## src/rtl/issue_scheduler.sv

```systemverilog
// Oldest-first issue selection for ALU0, ALU1 and MEM with registered grants,
// a MEM occupancy FSM with timeout, and flush handling.
module issue_scheduler #(
    parameter int RS_DEPTH    = 8,
    parameter int ROB_W       = 5,
    parameter int IDX_W       = 3,
    parameter int MEM_TIMEOUT = 15
) (
    input  logic                      i_clk,
    input  logic                      i_rst_n,
    input  logic [RS_DEPTH-1:0]       i_rs_valid,
    input  logic [RS_DEPTH-1:0]       i_rs_src_rdy,
    input  logic [RS_DEPTH-1:0]       i_rs_is_mem,
    input  logic [RS_DEPTH*ROB_W-1:0] i_rs_rob,
    input  logic [ROB_W-1:0]          i_rob_head,
    input  logic                      i_mem_done,
    input  logic                      i_flush,
    output logic [2:0]                o_issue_valid,
    output logic [3*IDX_W-1:0]        o_issue_idx,
    output logic [RS_DEPTH-1:0]       o_rs_clear,
    output logic                      o_mem_busy,
    output logic                      o_mem_timeout
);

    localparam int CNT_W = $clog2(MEM_TIMEOUT + 1);

    typedef enum logic [1:0] {
        M_IDLE  = 2'd0,
        M_BUSY  = 2'd1,
        M_DRAIN = 2'd2
    } mem_state_e;

    typedef struct packed {
        logic             found;
        logic [IDX_W-1:0] idx;
    } pick_t;

    // Age is the distance from the ROB head modulo 2**ROB_W; strict '<' keeps ties on the lower index.
    function automatic pick_t pick_oldest(input logic [RS_DEPTH-1:0]       cand,
                                          input logic [RS_DEPTH*ROB_W-1:0] rob,
                                          input logic [ROB_W-1:0]          head);
        pick_t            r;
        logic [ROB_W-1:0] best_age;
        logic [ROB_W-1:0] age;
        r        = '0;
        best_age = '0;
        for (int k = 0; k < RS_DEPTH; k++) begin
            age = rob[k*ROB_W +: ROB_W] - head;
            if (cand[k] && (!r.found || (age < best_age))) begin
                r.found  = 1'b1;
                r.idx    = IDX_W'(k);
                best_age = age;
            end
        end
        return r;
    endfunction

    mem_state_e          state_q, state_d;
    logic [CNT_W-1:0]    cnt_q, cnt_d, cnt_inc_s;
    logic                at_limit_s;
    logic                timeout_q, timeout_d;
    logic [2:0]          valid_q, valid_d;
    logic [3*IDX_W-1:0]  idx_q, idx_d;
    logic [RS_DEPTH-1:0] clear_q, clear_d;
    logic [RS_DEPTH-1:0] elig_s, alu_cand_s, alu0_mask_s;
    pick_t               alu0_s, alu1_s, mem_s;

    // Grant selection; entries granted last cycle are still in the RS and must be skipped.
    always_comb begin
        elig_s      = i_rs_valid & i_rs_src_rdy & ~clear_q;
        alu_cand_s  = elig_s & ~i_rs_is_mem;
        alu0_s      = pick_oldest(alu_cand_s, i_rs_rob, i_rob_head);
        alu0_mask_s = '0;
        if (alu0_s.found) begin
            alu0_mask_s[alu0_s.idx] = 1'b1;
        end else begin
            alu0_mask_s = '0;
        end
        alu1_s  = pick_oldest(alu_cand_s & ~alu0_mask_s, i_rs_rob, i_rob_head);
        mem_s   = pick_oldest(elig_s & i_rs_is_mem, i_rs_rob, i_rob_head);
        valid_d = 3'b000;
        idx_d   = '0;
        clear_d = '0;
        if (!i_flush) begin
            if (alu0_s.found) begin
                valid_d[0]            = 1'b1;
                idx_d[0 +: IDX_W]     = alu0_s.idx;
                clear_d[alu0_s.idx]   = 1'b1;
            end else begin
                valid_d[0] = 1'b0;
            end
            if (alu1_s.found) begin
                valid_d[1]              = 1'b1;
                idx_d[IDX_W +: IDX_W]   = alu1_s.idx;
                clear_d[alu1_s.idx]     = 1'b1;
            end else begin
                valid_d[1] = 1'b0;
            end
            if (mem_s.found && (state_q == M_IDLE)) begin
                valid_d[2]              = 1'b1;
                idx_d[2*IDX_W +: IDX_W] = mem_s.idx;
                clear_d[mem_s.idx]      = 1'b1;
            end else begin
                valid_d[2] = 1'b0;
            end
        end else begin
            valid_d = 3'b000;
        end
    end

    // MEM occupancy FSM; completion takes priority over timeout, both over flush.
    always_comb begin
        state_d    = state_q;
        cnt_d      = cnt_q;
        timeout_d  = timeout_q;
        at_limit_s = (cnt_q == CNT_W'(MEM_TIMEOUT));
        cnt_inc_s  = at_limit_s ? cnt_q : (cnt_q + CNT_W'(1));
        case (state_q)
            M_IDLE: begin
                if (valid_d[2]) begin
                    state_d = M_BUSY;
                    cnt_d   = '0;
                end else begin
                    state_d = M_IDLE;
                end
            end
            M_BUSY: begin
                if (i_mem_done) begin
                    state_d = M_IDLE;
                end else if (at_limit_s) begin
                    state_d   = M_IDLE;
                    timeout_d = 1'b1;
                end else if (i_flush) begin
                    state_d = M_DRAIN;
                    cnt_d   = cnt_inc_s;
                end else begin
                    cnt_d = cnt_inc_s;
                end
            end
            M_DRAIN: begin
                if (i_mem_done) begin
                    state_d = M_IDLE;
                end else if (at_limit_s) begin
                    state_d   = M_IDLE;
                    timeout_d = 1'b1;
                end else begin
                    cnt_d = cnt_inc_s;
                end
            end
            default: begin
                state_d = M_IDLE;
                cnt_d   = '0;
            end
        endcase
    end

    // State and output registers.
    always_ff @(posedge i_clk or negedge i_rst_n) begin
        if (!i_rst_n) begin
            state_q   <= M_IDLE;
            cnt_q     <= '0;
            timeout_q <= 1'b0;
            valid_q   <= 3'b000;
            idx_q     <= '0;
            clear_q   <= '0;
        end else begin
            state_q   <= state_d;
            cnt_q     <= cnt_d;
            timeout_q <= timeout_d;
            valid_q   <= valid_d;
            idx_q     <= idx_d;
            clear_q   <= clear_d;
        end
    end

    assign o_issue_valid = valid_q;
    assign o_issue_idx   = idx_q;
    assign o_rs_clear    = clear_q;
    assign o_mem_busy    = (state_q != M_IDLE);
    assign o_mem_timeout = timeout_q;

endmodule

```

## config.mk

```make
export PLATFORM = sky130hd
export DESIGN_NAME = issue_scheduler
export DESIGN_NICKNAME = d
export VERILOG_FILES = /design/src/rtl/issue_scheduler.sv
export SDC_FILE = /design/constraint.sdc
export NUM_CORES = 1
export LEC_CHECK = 0
export CORE_ASPECT_RATIO = 0.9
export CORE_MARGIN = 2
export CORE_UTILIZATION = 40
export CTS_CLUSTER_DIAMETER = 30
export DETAILED_ROUTE_END_ITERATION = 8
export HOLD_SLACK_MARGIN = 0.06
export PLACE_DENSITY = 0.72
export SYNTH_ARGS = -nofsm -noshare
export SYNTH_HDL_FRONTEND = slang
export SYNTH_SLANG_ARGS = --single-unit
```

## constraint.sdc

```tcl
create_clock -name i_clk -period 21.3 [get_ports i_clk]
set_clock_uncertainty 0.2 [all_clocks]
set_input_delay 4.26 -clock i_clk [delete_from_list [all_inputs] [get_ports i_clk]]
set_output_delay 4.26 -clock i_clk [all_outputs]
set_load 0.1 [all_outputs]
```

[Word-level counts from Yosys, hierarchy flattened]
Cells that the tools add are included.
Word-level totals
  register bits: 27
  input port bits: 73
  logic and storage cells: 210
  output and inout port bits: 22
Operators by class
  reductions and logical operators: 73
  add/subtract/negate cells: 9
  eq/ne operators: 8
  muxes and demuxes: 76
  magnitude comparators: 27
  bitwise operators: 11
Operator list (number)
  two-way mux 4 bit: 27
  < comparator 5 bit: 21
  two-way mux 5 bit: 21
  two-way mux 8 bit: 6
  bitwise AND 8 bit: 5
  subtractor 5 bit: 8
  logical AND 1 bit: 25
  inverter 8 bit: 3
  zero test 1 bit: 21
  logical OR 1 bit: 21
  bitwise OR 8 bit: 2
  < comparator 3 x 4 -> 1 bit, second input constant: 3
  two-way mux 3 bit: 4
  two-way mux 2 bit: 5
  demux 1 bit (select 3 bit): 3
  >= comparator 3 x 1 -> 1 bit, second input constant: 3
  two-way mux 9 bit: 1
  case mux 4 bit (2 select lines): 1
  two-way mux 1 bit: 7
  != test 2 bit, second input constant: 3
  case mux 2 bit (3 select lines): 1
  AND reduction 3 bit: 2
  adder 4 x 1 -> 4 bit, second input constant: 1
  == test 4 bit, second input constant: 1
  9 further kinds: 9

[Longest topological paths before layout]
Gate-level depths: netlist (run 1).
  depth in word-level cells: 78
  mapped depth: 134
  gate-level depth less buffers: 131

[Worst setup path after synthesis (run 1)]
Ideal clock, no wire load.
  path type: in2reg
  from: input port i_rob_head[1]
  to: register clear_q[3] (netlist: o_rs_clear[3])
  path buffers: 3
  slack: -5930 ps
  cell stages on the path: 117
  data required time: 20980 ps
  arrival: 26909 ps
  library setup time: 120 ps
  cells stage by stage: inv_1 -> ha_1 -> a21o_1 -> a21o_1 -> xnor2_1 -> inv_1 -> ha_1 -> and4_1 -> a21o_1 -> o21ai_0 -> nand2_1 -> mux2i_1 -> ha_1 -> nand2_1 -> o21a_1 -> o211ai_1 -> a31oi_1 -> nor2_1 -> [... 81 more ...] -> ha_1 -> a21o_1 -> a21o_1 -> a21oi_1 -> a21oi_1 -> nor2_1 -> a41oi_2 -> a21o_1 -> ha_1 -> a21o_1 -> a21o_1 -> a21oi_1 -> o21ai_0 -> a21oi_1 -> o31ai_1 -> a41o_1 -> buf_2 -> a31o_2
On the way
  longest elaborated chain between the ends: 76
  elaborated cells on any way between the ends: 159
  classes of those cells: add/sub (8); order compare (27); mux (55); bitwise (4); reduce/logical (65)
RTL lines
  start: declaration: line 15  | input logic [ROB_W-1:0] i_rob_head,
  subtractor 5 bit: line 48  | age = rob[k*ROB_W +: ROB_W] - head;
  two-way mux 5 bit: line 49  | if (cand[k] && (!r.found || (age < best_age))) begin
  < comparator 5 bit: line 49
  logical OR 1 bit: line 49
  logical AND 1 bit: line 49
  two-way mux 5 bit / two-way mux 4 bit (equally long branches): line 49
  < comparator 5 bit / zero test 1 bit (equally long branches): line 49
  logical OR 1 bit: line 49
  [... 61 more ...]
  demux 1 bit (select 3 bit): line 95  | clear_d[alu1_s.idx] = 1'b1;
  bitwise OR 8 bit (no source line)
  two-way mux 8 bit: line 92  | if (alu1_s.found) begin
  two-way mux 8 bit: line 84  | if (!i_flush) begin
  bitwise OR 8 bit (no source line)
  two-way mux 8 bit *: line 99  | if (mem_s.found && (state_q == M_IDLE)) begin
  two-way mux 8 bit *: line 84
  named net clear_d[3]: line 64  | logic [RS_DEPTH-1:0] clear_q, clear_d;
  end signal: assignment: line 172  | clear_q <= clear_d;
  end: declaration: line 64
The timed path passes the listed nets; every way through them passes the cells marked *. The select of a mux whose other input is x is not followed.
A chain may end at the register's enable or synchronous reset.

[Worst setup path in the final report (run 1)]
  from: input port i_rs_rob[0]
  to: register clear_q[6] (netlist: o_rs_clear[6])
On the way
  longest elaborated chain between the ends: 76
  elaborated cells on any way between the ends: 152
  classes of those cells: add/sub (1); order compare (27); mux (55); bitwise (4); reduce/logical (65)
RTL lines
  start: declaration: line 14  | input logic [RS_DEPTH*ROB_W-1:0] i_rs_rob,
  subtractor 5 bit *: line 48
  two-way mux 5 bit: line 49
  < comparator 5 bit: line 49
  logical OR 1 bit: line 49
  logical AND 1 bit: line 49
  two-way mux 5 bit / two-way mux 4 bit (equally long branches): line 49
  < comparator 5 bit / zero test 1 bit (equally long branches): line 49
  logical OR 1 bit: line 49
  [... 61 more ...]
  demux 1 bit (select 3 bit): line 95
  bitwise OR 8 bit (no source line)
  two-way mux 8 bit: line 92
  two-way mux 8 bit: line 84
  bitwise OR 8 bit (no source line)
  two-way mux 8 bit *: line 99
  two-way mux 8 bit *: line 84
  named net clear_d[6]: line 64
Marked as above.

==> results of run 1 <==
==> through the flow <==
stage	setup TNS [ns]	std cells	utilization, %	area [sq um]
6_report	-54.23	1484	66.5	11300
5_1_grt	-62.55	1483	66.5	11300
4_1_cts	-44.45	1466	64.1	10900
3_5_place_dp	-60.26	1405	59.1	10000
3_3_place_gp	-51.15	1405	59.1	10000
2_1_floorplan	-40.73	874	-	7250
==> layout make-up <==
class	count	area [sq um]
diodes	1	2.50
clock buffers	4	78.8
fillers	1285	5680
inverters	68	264
multi-input cells	764	6800
flip-flops and latches	27	676
well taps	235	294
repair buffers	385	3150
==> logic make-up after synthesis <==
family,share of synthesized area [%]
AO/OA/AOI/OAI,31.6
XOR/XNOR,4.04
adder cells (fa/ha/maj),23.9
buffers and inverters,4.97
flip-flops,9.73
multiplexers,6.45
AND/OR/NAND/NOR,19.3
==> power groups by stage <==
stage	clock network, mW	registers (mW)	logic, mW
6_report	0.0410	0.0657	0.738
5_1_grt	0.0438	0.0666	0.783
4_1_cts	0.0420	0.0657	0.668
3_5_place_dp	0	0.0666	0.603
3_3_place_gp	0	0.0665	0.592
2_1_floorplan	0	0.111	0.334
==> timing repair <==
item                       4_1_cts  5_1_grt
gates cloned                     1        0
hold buffers                     0        0
pin swaps                       72       58
setup endpoints to repair       11       11
buffers inserted                56       17
resized for setup               89       44
==> registers in the layout, summed over array words and instances (netlist names) <==
signal	flops
cnt_q	4
o_issue_idx	9
state_q	2
o_issue_valid	3
o_rs_clear	8
o_mem_timeout	1
==> path summary, 6_finish.rpt <==
kind                            depth (start not counted)              to          start  slack [ns]
worst min-delay path                                    1   o_mem_timeout  o_mem_timeout        0.27
worst min register to register                          1   o_mem_timeout  o_mem_timeout        0.27
worst max register to register                        117   o_rs_clear[6]  o_rs_clear[0]       -0.69
worst max-delay path                                  124   o_rs_clear[6]    i_rs_rob[0]       -4.96
max in group asynchronous                               2  o_issue_idx[3]        i_rst_n       16.48
min in group asynchronous                               2   o_mem_timeout        i_rst_n        4.17
==> worst max-delay path, delay by kind of cell <==
kind / cells / cell delay (ns)
AO/OA/AOI/OAI: 68 / 11.47
buffers and inverters: 9 / 0.84
AND/OR/NAND/NOR: 23 / 3.12
XOR/XNOR: 1 / 0.14
adder cells (fa/ha/maj): 16 / 4.06
multiplexers: 7 / 2.29
==> cells in the final DEF (no fill, tap or decap), types with 7 or more instances in the layout <==
cell type        count
nor2_1              57
and2_1               8
o211ai_1             8
o31ai_1              7
mux2_2              19
nand3_1             11
nand2b_1             9
a21oi_2             21
nand2_1             61
ha_1                91
o21a_1              11
ha_4                25
xnor2_1             22
a21boi_0             7
xor2_1               7
a31oi_1              7
nor3_1              13
a21o_1              62
mux2_4              10
dfrtp_1             27
o21ai_2              7
inv_1               62
clkdlybuf4s50_1     86
nand4_1             16
o21ai_0             25
a21oi_1             48
buf_4              287
o21ai_1             10
==> layer usage <==
layer / wire, um / share of wire (%) / up-vias
li1: - / - / 4069
met4: 703 / 2.5 / 0
met5: 0 / 0 / -
met3: 2580 / 9.2 / 79
met2: 12300 / 44 / 536
met1: 12600 / 45 / 4071
==> summary.txt, run 1 <==
Yosys
  • Cell variety after synth: 90
  • Seq cells post-synth: 27
  • Ys Warns: 0
  • Syn Std Cell Area: 6940 sq um
  • Cell count after synthesis: a little under 900
  • Top FF cell, synth: dfrtp_1
  • Synth top cells by count: ha_1 (120), a21oi_1 (72), inv_1 (68)
  • Most numerous cell in the Yosys netlist: ha_1
  • Sequential share of the synthesized area: under 10%
  • Synth top area share: between 20% and 30%
  • Synth Area per Inst: approximately 7.9 sq um
  • Nets in the synthesized netlist: around 1100
  • Top post-synthesis cells by area: ha_1 (22%), dfrtp_1 (9.7%), a21o_1 (6.7%)
  • Largest area contributor in the netlist: ha_1
  • Post-synth EDFFs: 0
  • Ys async rst share: between 90% and 100%

STA
  • Fin crit share: 123%
  • Tmin final: ~26 ns
  • Hold violation count in the final report: 0
  • # setup viols final: 11
  • RSZ-0062 raised after global routing: true
  • Tightest Pin Transition: 0.972 ns
  • Crit path setup slack, layout: -4.96 ns
  • Max Transition Viols Final: 0
  • Final hold slack: 0.268 ns
  • Max Fclk: about 38 MHz
  • Relative slew slack: 35.0%

Route
  • Overall routed net length: roughly 28 mm
  • Total iterations of the first detailed-routing run: 6
  • Post-route ant nets: 0
  • Vias/cell: 5.90
  • Via count: 8755
  • Post-route DRC: 0
  • 1st-iter DRT viols: 848
  • WL/cell: between 15 and 20 um

Critical path
  • Slowest-stage cell, CP: fa_2
  • Max incr delay on CP: about 0.38 ns
  • Data arrival, critical path: 26.20 ns
  • Crit Path Category: in2reg
  • Critical path peak fanout: 7
  • Worst EP required: 21.24 ns
  • Worst setup EP type: register
  • Startpoint type of the worst setup path: input pin
  • Top cell by count, worst path: a21o_1

Pwr
  • Clock power frac: 4.9%
  • Maximum vdd drop: 0.0000368 V
  • Pwr Total: 845 uW
  • Pwr Density: 75.0 nW/um^2
  • Reg power frac: approximately 8%
  • Leakage: 5.24 nW
  • Internal power: 428 uW
  • Comb pwr share: between 80% and 90%
  • Switching Power: 416 uW
  • Sw frac: 49.3%

GRT
  • Largest net degree at the start of global routing: 28
  • First-pass GRT wire length: about 42 mm
  • Met2 Usage GRT: around 46%
  • Vias in the first global route: around 8400
  • GR Overflow Total: 0
  • Busiest grt layer: met2
  • M1 GR Usage: roughly two fifths
  • GRT met3 Usage: roughly 3%
  • Initial antenna violation count: 0
  • GR Util All Layers: 28.6%

Min path
  • Tightest Hold Check Type: reg2reg

Cells and area
  • Layout cells sized above 1: between 30% and 40%
  • Area grow syn2layout: 62.2%
  • Nets: between 1000 and 1500

Die
  • Die Width: around 140 um
  • Ports: 95
  • Site Rows: 45
  • Chip height: 129 um
  • Core area: 16900 sq um
  • Initial Util: slightly above 40%
  • Die area: ~18000 sq um

Clock network
  • Clock tree sinks: 27
  • Max Buffers Root-to-Sink: 2
  • CTS H-tree depth: 1
  • CTS root buf: clkbuf_16
  • CTS buffer count: 3
  • Clock-pin slew of the registers on the worst-case setup and hold paths: 0.06 ns
  • Clk Latency, worst-skew pair: 0.25 ns
  • CTS tree: done

Place
  • Port Buffers: 94
  • Final GP Congestion: 1.01
  • Place WS: -5.53 ns
  • Hpwl dp: 21.2 mm

Run
  • MaxCap Viol Count: 0

Status
  • Status: finished, violations left
  • Violated checks: negative setup slack
Power figures use the tool's default switching activity.
==> run 2: changes to the inputs <==
Settings changed: PLACE_DENSITY 0.72 to 0.69.
Clock period 21.3 ns to 31.5 ns, I/O delays scaled along.
==> run 2 against run 1 <==
  * The run now ends clean
  * First-iteration DRC count decreased by 25%
  * Non-clock buffer count decreased by 233
  * Combinational power decreased by 53%
  * Setup slack improved by 6.6 ns
  * Flip-flop and latch count unchanged
  * Core utilization decreased by 15 points
  * Critical path depth decreased by 3
  * Hold slack improved by 0.0017 ns
==> summary.txt, run 2 (synthesis results as in run 1) <==
Status
  • Status: finished clean

GRT
  • Vias in the first global route: 6964
  • Initial antenna violation count: 0
  • Largest net degree at the start of global routing: 28
  • GR Overflow Total: 0
  • GR Util All Layers: between 20% and 30%
  • First-pass GRT wire length: approximately 36 mm

STA
  • Hold violation count in the final report: 0
  • Crit path setup slack, layout: approximately 1.7 ns
  • Max Fclk: roughly 34 MHz
  • TNS Setup: 0 ns
  • Final hold slack: between 0.2 and 0.3 ns
  • Relative slew slack: 33.7%
  • Tightest Pin Transition: between 0.9 and 1 ns
  • Tmin final: 29.84 ns
  • Fin crit share: roughly 95%
  • Max Transition Viols Final: 0
  • # setup viols final: 0

Place
  • Port Buffers: 94
  • Final GP Congestion: 0.996
  • Hpwl dp: 19.5 mm
  • Placed insts: approximately 1200
  • Place WS: 0.625 ns
  • Post-DP Area: about 8500 sq um

Critical path
  • Worst EP required: between 30 and 40 ns
  • Top cell by count, worst path: a21o_1
  • Max incr delay on CP: 0.40 ns
  • Slowest-stage cell, CP: clkdlybuf4s50_1
  • Buf/Inv on CP: 8
  • Crit-path leading delay family: compound AO/OA/AOI/OAI gates
  • Crit Path Category: in2reg
  • Critical path peak fanout: 11
  • Worst setup EP type: register
  • Startpoint type of the worst setup path: input pin
  • Data arrival, critical path: 29.79 ns

Cells and area
  • Area grow syn2layout: 24.7%
  • Core Util, Final: between 50% and 60%
  • Max reg flops: 9
  • Area of the multi-input gates: approximately 6000 sq um
  • Layout Cell Area excl Fill: roughly 8700 sq um
  • Sequential Area: approximately 680 sq um
  • N_diodes: 0
  • FILL cells: ~1700
  • Nets: ~1200
  • Commonest non-fill, non-tap cell in the layout: ha_1
  • Layout cells sized above 1: a little over an eighth
  • Most frequent cells in the layout: ha_1 (120), clkdlybuf4s50_1 (93), a21oi_1 (70)
  • Non-Filler Instances: roughly 1200

Route
  • Total iterations of the first detailed-routing run: 6
  • Post-route ant nets: 0
  • Via count: around 7300
  • Overall routed net length: ~23 mm
  • Post-route DRC: 0
  • 1st-iter DRT viols: approximately 640
  • Vias/cell: between 5 and 6
  • WL/cell: 18.2 um

Die
  • Initial Util: about two fifths
  • Site Rows: between 40 and 50
  • Die area: ~18000 sq um
  • Core area: between 15000 and 20000 sq um
  • Die Width: between 100 and 150 um
  • Chip height: around 130 um
  • Ports: 95

Clock network
  • Clk Latency, worst-skew pair: 0.26 ns
  • Clock-pin slew of the registers on the worst-case setup and hold paths: 0.06 ns
  • CTS root buf: clkbuf_16
  • Clock tree sinks: 27
  • CTS H-tree depth: 1
  • CTS buffer count: 3
  • Max Buffers Root-to-Sink: 2
  • CTS tree: done

Pwr
  • Pwr Density: roughly 50 nW/um^2
  • Maximum vdd drop: ~0.00002 V
  • Leakage: around 4.0 nW
  • Pwr Total: ~420 uW

Min path
  • Tightest Hold Check Type: reg2reg

Run
  • MaxCap Viol Count: 0
run 2: cell types whose count changed in the layout (fill, tap and decap cells not counted), moves of 5 or more:
cell	delta
buf_4	-229
ha_1	+29
ha_4	-25
a21oi_1	+22
a21oi_2	-19
clkdlybuf4s50_1	+7
mux2_2	+7
mux2_4	-7
o21ai_0	+7
a31oi_1	+6
buf_6	-6
nor2_1	+6
inv_1	+5
run 2: layout make-up:
class	count	share of cell area (%)
clock buffers	4	0.910
multi-input cells	763	69.0
well taps	235	3.39
repair buffers	152	15.9
inverters	68	2.95
flip-flops and latches	27	7.80
run 2: worst paths after layout:
path	from	end	slack (ns)	depth (start not counted)
max	i_rs_rob[0]	o_rs_clear[6]	1.66	121
min	o_mem_timeout	o_mem_timeout	0.27	1
max reg2reg	o_rs_clear[0]	o_rs_clear[6]	8.19	114
min reg2reg	o_mem_timeout	o_mem_timeout	0.27	1
max in group asynchronous	i_rst_n	o_rs_clear[3]	24.63	2
min in group asynchronous	i_rst_n	cnt_q[2]	6.21	2
run 2: power by group:
part | switching [mW] | leakage [nW] | internal [mW] | total [mW]
Sequential | 0.00434 | 0.365 | 0.0401 | 0.0445
Combinational | 0.207 | 3.61 | 0.141 | 0.348
Clock | 0.0107 | 0.0382 | 0.0173 | 0.0279
Total | 0.222 | 4.01 | 0.198 | 0.421
run 2: per-layer routing:
metal	track usage (%)	wire length, um	vias to the layer above
met2	39.1	9900	319
met4	5.24	531	0
met3	2.94	1680	38
met1	34.8	10600	3375
met5	0	0	-
li1	-	-	3598
run 2: timing repair:
item	in CTS	in global routing
resized for setup	0	23
setup endpoints to repair	0	11
hold buffers	0	0
setup buffers	0	0
